<file path="config.mk">
export PLATFORM = sky130hd
export DESIGN_NAME = sip_round_engine
export DESIGN_NICKNAME = d
export VERILOG_FILES = /design/src/rtl/sip_pkg.sv /design/src/rtl/sip_half_round_comb.sv /design/src/rtl/sip_round_engine.sv
export SDC_FILE = /design/constraint.sdc
export NUM_CORES = 2
export LEC_CHECK = 0
export ABC_AREA = 1
export CORE_ASPECT_RATIO = 2
export CORE_MARGIN = 1.5
export CORE_UTILIZATION = 45
export CTS_CLUSTER_DIAMETER = 40
export CTS_CLUSTER_SIZE = 30
export DETAILED_ROUTE_END_ITERATION = 12
export GPL_TIMING_DRIVEN = 0
export PLACE_DENSITY_LB_ADDON = 0.1
export SKIP_LAST_GASP = 1
export SYNTH_ARGS = -nofsm -noshare
export SYNTH_HDL_FRONTEND = slang
export SYNTH_SLANG_ARGS = --single-unit
</file>
<file path="constraint.sdc">
create_clock -name clk -period 2.4 [get_ports clk]
set_input_delay 0.48 -clock clk [delete_from_list [all_inputs] [get_ports clk]]
set_output_delay 0.48 -clock clk [all_outputs]
set_load 0.1 [all_outputs]
</file>
<file path="src/rtl/sip_pkg.sv">
// Shared types and helpers for the SipHash round datapath: FSM states,
// default rotation constants for SipHash (64-bit) and HalfSipHash (32-bit).
package sip_pkg;

  typedef enum logic [1:0] {
    IDLE,
    RUN_A,
    RUN_B,
    DONE
  } sip_state_t;

  localparam int unsigned ROT64_A1 = 13;
  localparam int unsigned ROT64_A3 = 16;
  localparam int unsigned ROT64_B1 = 17;
  localparam int unsigned ROT64_B3 = 21;

  localparam int unsigned ROT32_A1 = 5;
  localparam int unsigned ROT32_A3 = 8;
  localparam int unsigned ROT32_B1 = 13;
  localparam int unsigned ROT32_B3 = 7;

  // Circular rotate-left of the low w bits of x (w <= 64); bits above w are zero.
  function automatic logic [63:0] rotl(input logic [63:0] x, input int unsigned n,
                                       input int unsigned w);
    logic [63:0] mask;
    logic [63:0] xm;
    int unsigned sh;
    mask = (w >= 64) ? '1 : ((64'd1 << w) - 64'd1);
    xm   = x & mask;
    sh   = n % w;
    return ((xm << sh) | (xm >> (w - sh))) & mask;
  endfunction

endpackage

</file>
<file path="src/rtl/sip_half_round_comb.sv">
// Generic SipHash half-round on (a,b,c,d); purely combinational.
// Phase A maps (v0,v1,v2,v3), phase B maps (v2,v1,v0,v3).
module sip_half_round_comb
  import sip_pkg::*;
#(
  parameter int unsigned WIDTH = 64,
  parameter int unsigned ROT_1 = 13,
  parameter int unsigned ROT_3 = 16
) (
  input  logic [WIDTH-1:0] a,
  input  logic [WIDTH-1:0] b,
  input  logic [WIDTH-1:0] c,
  input  logic [WIDTH-1:0] d,
  output logic [WIDTH-1:0] a_new,
  output logic [WIDTH-1:0] b_new,
  output logic [WIDTH-1:0] c_new,
  output logic [WIDTH-1:0] d_new
);

  logic [WIDTH-1:0] sum_ab;
  logic [WIDTH-1:0] sum_cd;

  assign sum_ab = a + b;
  assign sum_cd = c + d;

  assign b_new = WIDTH'(rotl(64'(b), ROT_1, WIDTH)) ^ sum_ab;
  assign a_new = WIDTH'(rotl(64'(sum_ab), WIDTH / 2, WIDTH));
  assign c_new = sum_cd;
  assign d_new = WIDTH'(rotl(64'(d), ROT_3, WIDTH)) ^ sum_cd;

endmodule

</file>
<file path="src/rtl/sip_round_engine.sv">
// Iterative SipRound engine: one half-round per clock, 0..15 rounds per job,
// valid/ready handshakes on both the job and result sides.
module sip_round_engine
  import sip_pkg::*;
#(
  parameter int unsigned WIDTH  = 64,
  parameter int unsigned ROT_A1 = ROT64_A1,
  parameter int unsigned ROT_A3 = ROT64_A3,
  parameter int unsigned ROT_B1 = ROT64_B1,
  parameter int unsigned ROT_B3 = ROT64_B3
) (
  input  logic             clk,
  input  logic             rst_n,
  input  logic             in_valid,
  output logic             in_ready,
  input  logic [3:0]       in_rounds,
  input  logic [WIDTH-1:0] v0_in,
  input  logic [WIDTH-1:0] v1_in,
  input  logic [WIDTH-1:0] v2_in,
  input  logic [WIDTH-1:0] v3_in,
  output logic             out_valid,
  input  logic             out_ready,
  output logic [WIDTH-1:0] v0_out,
  output logic [WIDTH-1:0] v1_out,
  output logic [WIDTH-1:0] v2_out,
  output logic [WIDTH-1:0] v3_out,
  output logic             busy
);

  sip_state_t       state;
  logic [3:0]       cnt;
  logic [WIDTH-1:0] v0, v1, v2, v3;
  logic [WIDTH-1:0] a_v0, a_v1, a_v2, a_v3;
  logic [WIDTH-1:0] b_v0, b_v1, b_v2, b_v3;
  logic             accept;

  sip_half_round_comb #(.WIDTH(WIDTH), .ROT_1(ROT_A1), .ROT_3(ROT_A3)) u_half_a (
    .a(v0), .b(v1), .c(v2), .d(v3),
    .a_new(a_v0), .b_new(a_v1), .c_new(a_v2), .d_new(a_v3)
  );

  sip_half_round_comb #(.WIDTH(WIDTH), .ROT_1(ROT_B1), .ROT_3(ROT_B3)) u_half_b (
    .a(v2), .b(v1), .c(v0), .d(v3),
    .a_new(b_v2), .b_new(b_v1), .c_new(b_v0), .d_new(b_v3)
  );

  // A result handoff in DONE frees the engine on the same edge, so no bubble.
  assign in_ready = (state == IDLE) || ((state == DONE) && out_ready);
  assign accept   = in_valid && in_ready;

  assign v0_out = out_valid ? v0 : '0;
  assign v1_out = out_valid ? v1 : '0;
  assign v2_out = out_valid ? v2 : '0;
  assign v3_out = out_valid ? v3 : '0;

  always_ff @(posedge clk or negedge rst_n) begin
    if (!rst_n) begin
      state     <= IDLE;
      cnt       <= '0;
      v0        <= '0;
      v1        <= '0;
      v2        <= '0;
      v3        <= '0;
      out_valid <= 1'b0;
      busy      <= 1'b0;
    end else if (accept) begin
      v0  <= v0_in;
      v1  <= v1_in;
      v2  <= v2_in;
      v3  <= v3_in;
      cnt <= in_rounds;
      if (in_rounds == 4'd0) begin
        state     <= DONE;
        out_valid <= 1'b1;
        busy      <= 1'b0;
      end else begin
        state     <= RUN_A;
        out_valid <= 1'b0;
        busy      <= 1'b1;
      end
    end else begin
      case (state)
        RUN_A: begin
          v0    <= a_v0;
          v1    <= a_v1;
          v2    <= a_v2;
          v3    <= a_v3;
          state <= RUN_B;
        end
        RUN_B: begin
          v0  <= b_v0;
          v1  <= b_v1;
          v2  <= b_v2;
          v3  <= b_v3;
          cnt <= cnt - 4'd1;
          if (cnt == 4'd1) begin
            state     <= DONE;
            out_valid <= 1'b1;
            busy      <= 1'b0;
          end else begin
            state <= RUN_A;
          end
        end
        DONE: begin
          if (out_ready) begin
            state     <= IDLE;
            out_valid <= 1'b0;
          end
        end
        default: begin
        end
      endcase
    end
  end

endmodule
</file>
==> results of run 1 <==
through the flow:
stage | cells | setup WS, ns | instance area (sq um)
4_1_cts | 10400 | -0.374 | 60400
3_5_place_dp | 10100 | -1.94 | 51100
3_3_place_gp | 10100 | -12.46 | 51000
2_1_floorplan | 8393 | 0.00649 | 44200
cell families after synthesis:
group	share of synthesized area [%]
xor+xnor	4.12
buf+inv	17.5
compound gates	9.93
simple gates	45.6
mux	0.0231
flops	15.2
fa+ha+maj	7.63
metal layers:
metal	track usage, %	overflow
met4	85.3	651
met2	97.8	1128
met5	38.8	3
met1	77.3	21
met3	66.3	24
cell usage after synthesis (3+ instances only):
library cell     n  area [sq um]
nand2_2         18           113
nor2_2          10          62.6
nor2_1         573          2150
dfrtp_1        264          6610
inv_2            3          11.3
o22ai_1         18           113
o21bai_1        25           188
nand2_1       3451         13000
buf_1           20          75.1
nor3_1          52           260
fa_1             4          80.1
or2_2           19           119
o221ai_1        31           272
nand3_2          4          40.0
nor3_2           5          50.1
clkbuf_1       102           383
or2_0            4          25.0
o31ai_1         36           270
nand3_1        723          3620
inv_1         1801          6760
xnor2_1         55           482
ha_1           258          3230
nand4_1         20           125
nor4_1           4          25.0
nand3b_1        13          97.6
and2_1          15          93.8
buf_2           60           300
o21ai_0        274          1370
o211ai_1        35           263
buf_4            4          30.0
a21oi_1        251          1260
a41oi_1         28           245
xor2_1         147          1290
o21ai_1         44           220
timing repair:
item	4_1_cts
gates cloned	13
setup buffers	171
resized for setup	3175
hold buffers	1
hold endpoints to repair	108
endpoints found under the setup margin	520
pin swaps	113
==> out/metrics.csv, run 1 <==
metric,value,unit
status,stopped before the end,
lastStage,global routing,
error,[ERROR GRT-0116] Global routing finished with congestion. Check the congestion regions in the DRC Viewer.,
grt_max_degree,110,
die_y,442,um
synthesis.nets,8919,
root_buffer,clkbuf_16,
place.gp.congestion,1.32,
ys_warn_count,0,
grt_pass1_vias,70200,
synth_area,0.0434,sq mm
grt_usage,80.8,%
ys_types,52,
async_reset_ff_share,100,%
die_w,223,um
synth_edf_count,0,
ys_ff_latch,264,
postSynthCellCount,8393,
row_count,160,
gr-total-overflow,1827,
postSynthAreaPerCell,5.17,sq um
clock_path_buffers,3,
ys_seq_area_share,15.2,%
synth_flop_cell,dfrtp_1,
io_buffers,522,
cts.sinks,264,
start_util,45.5,%
post-dp-hpwl,271000,um
grt_pass1_wl,595000,um
numCtsBuffers,31,
io_pins,523,
h-tree-depth,1,
==> inputs of run 2 (changes only) <==
- CORE_ASPECT_RATIO: 2 -> not set
- CORE_UTILIZATION: 45 -> 30
- CTS_CLUSTER_DIAMETER: 40 -> not set
- CTS_CLUSTER_SIZE: 30 -> not set
- PLACE_DENSITY_LB_ADDON: 0.1 -> 0.15
- clock period: 2.4 -> 3.1 ns (I/O delays scaled with it)
==> run 2 against run 1 <==
Compared with the run above: the flow now finishes, with violations (negative setup slack); area after synthesis is the same; synthesized cell count is the same.
==> out/metrics.csv, run 2 <==
metric,value,unit,change
ys_warn_count,0,,unchanged
postSynthAreaPerCell,5.17,sq um,unchanged
die_y,383,um,-13%
drt_iter0_drc,9498,,
worstPathMaxFanout,10,,
clock_latency,0.64,ns,
drc_errors,0,,
ys_seq_area_share,15.2,%,unchanged
netlist.area_leader.share,29.9,%,unchanged
die_w,383,um,+72%
ys_ff_latch,264,,unchanged
cts.sinks,264,,unchanged
cp-start-kind,flop,,
vias,60800,,
start_util,30.2,%,-15 points
drtPass1Iterations,8,,
async_reset_ff_share,100,%,unchanged
slew_viol_final,0,,
status,"finished, violations left",,
crit_type,reg2out,,
ant_nets,0,,
setup_viol,53,,
tritoncts,yes,,
yosysTopAreaCell,nand2_1,,
dp_cells,10800,,+6.8%
rr_endpoint,v2[31]$_DFFE_PN0P_,,
h-tree-depth,2,,+1
clk_pin_slew_worst_paths,0.06,ns,
r2r_slack,-0.10,ns,
root_buffer,clkbuf_16,,
synth_area,0.0434,sq mm,unchanged
synthTopCellsByArea,"nand2_1, inv_1, dfrtp_1",,
grt_max_degree,95,,
layout_commonest_cell,nand2_1,,
final_nets,9600,,
core,0.143,sq mm,
relSlewSlack,18.1,%,
io_buffers,522,,unchanged
cp.required,2.48,ns,
clock_skew,0.0355,ns,
critPathArrivalTime,2.59,ns,
synthesis.nets,8919,,unchanged
min_period,3.21,ns,
gr-total-overflow,0,,
synth_top_cells_by_count,"nand2_1, inv_1, nand3_1, nor2_1, o21ai_0",,
antenna_found_initial,21,,
place.gp.congestion,1.13,,-15%
numCtsBuffers,38,,+23%
grt_pass1_wl,464000,um,
violations,negative setup slack,,
wire_per_inst,32.6,um,
cap_violations,0,,
ys_types,52,,unchanged
drive_gt1_share,15.5,%,
hold_violations,0,,
postCtsHoldBufs,0,,-1
tightest_slew,1.23,ns,
fin_crit_sh,103,%,
row_count,139,,-13%
dieArea,0.147,sq mm,
final_cells,11000,,
final_util,39.7,%,
hold_class,in2async,,
fmax,0.312,GHz,
grt_usage,47.1,%,
fin_ws,-0.106,ns,
fill_cells,16500,,
timing.rr.start,v1[59]$_DFFE_PN0P_,,
r2r_cells,10,,
synth_edf_count,0,,unchanged
endpoint_kind,output pin,,
io_pins,523,,unchanged
yosys.cell_count.top_type,nand2_1,,
postSynthCellCount,8393,,unchanged
vias_per_cell,5.52,,
post-dp-hpwl,308000,um,+13%
clock_path_buffers,3,,unchanged
final_cell_mix,"nand2_1, inv_1, nand3_1",,
synth_flop_cell,dfrtp_1,,
grt_pass1_vias,53200,,
area_delta_synth_final,31.3,%,
wirelength,360000,um,
grt_setup_unrepaired,yes,,
==> run 2: cell counts after synthesis <==
Identical to the previous run, type by type.
==> run 2: cell families after synthesis <==
family                     synth area share [%]
and+or+nand+nor                            45.6
buffers and inverters                      17.5
AOI/OAI and AO/OA                          9.93
DFF                                        15.2
adders and majority gates                  7.63
xor gates and xnor gates                   4.12
muxes                                    0.0231
==> run 2: worst max-delay path by stage <==
stage / startpoint / end / slack [ns] / depth (start not counted)
after floorplan: out_valid$_DFFE_PN0P_ / v2_out[33] / 0.12 / 5
after CTS: v2[24]$_DFFE_PN0P_ / v3[41]$_DFFE_PN0P_ / -0.18 / 16
after global routing: v1[11]$_DFFE_PN0P_ / v1[40]$_DFFE_PN0P_ / -0.10 / 15
final: out_valid$_DFFE_PN0P_ / v0_out[18] / -0.11 / 6
after detailed placement: out_valid$_DFFE_PN0P_ / v3_out[0] / -1.96 / 6
after global placement: rst_n / v1[57]$_DFFE_PN0P_ / -11.56 / 1
==> run 2: repair_timing <==
item	in CTS	in global routing
setup endpoints to repair	498	316
pin swaps	9	29
gates resized for setup	2020	559
setup buffers	31	87
==> run 2: cell type report <==
class,instances,area (sq um),area share [%]
multi-input combinational,6135,32700,57.5
sequential,264,7060,12.4
antenna,10,25.0,0.0439
clock inverter,10,135,0.237
inverter,1807,6790,11.9
tap,1903,2380,4.18
clock buffer,57,1170,2.05
timing repair buffer,642,5760,10.1
buffer,186,917,1.61
==> run 2: layer usage <==
metal	GRT usage (%)	up-vias	wire length, um
li1	-	26900	-
met1	64.1	28700	148000
met2	61.3	4411	132000
met3	16.6	876	49800
met4	30.8	14	29300
met5	0.0331	-	83
==> run 2: critical path, cell delays in order, from the launching register on <==
cell and delay (ns):
dfrtp_2 0.48, buf_4 0.27, buf_8 0.29, clkbuf_4 0.30, nand2_1 0.20, inv_1 0.10
buf_4 0.29
==> run 2: metrics by stage <==
stage | instance area (sq um) | worst slack, ns | TNS [ns] | hold WS, ns
4_1_cts | 53700 | -0.185 | -1.70 | 0.0849
3_5_place_dp | 51100 | -1.96 | -410.48 | 0.564
6_report | 57000 | -0.106 | -2.23 | 0.0193
2_1_floorplan | 43400 | 0.119 | 0 | 0.324
5_1_grt | 56900 | -0.100 | -1.42 | 0.102
3_3_place_gp | 51000 | -11.56 | -3511.62 | 0.551
Power of run 2 is left out: the tool's default activity adds up to more than one toggle a clock period on the data nets, which glitch-free logic cannot reach.
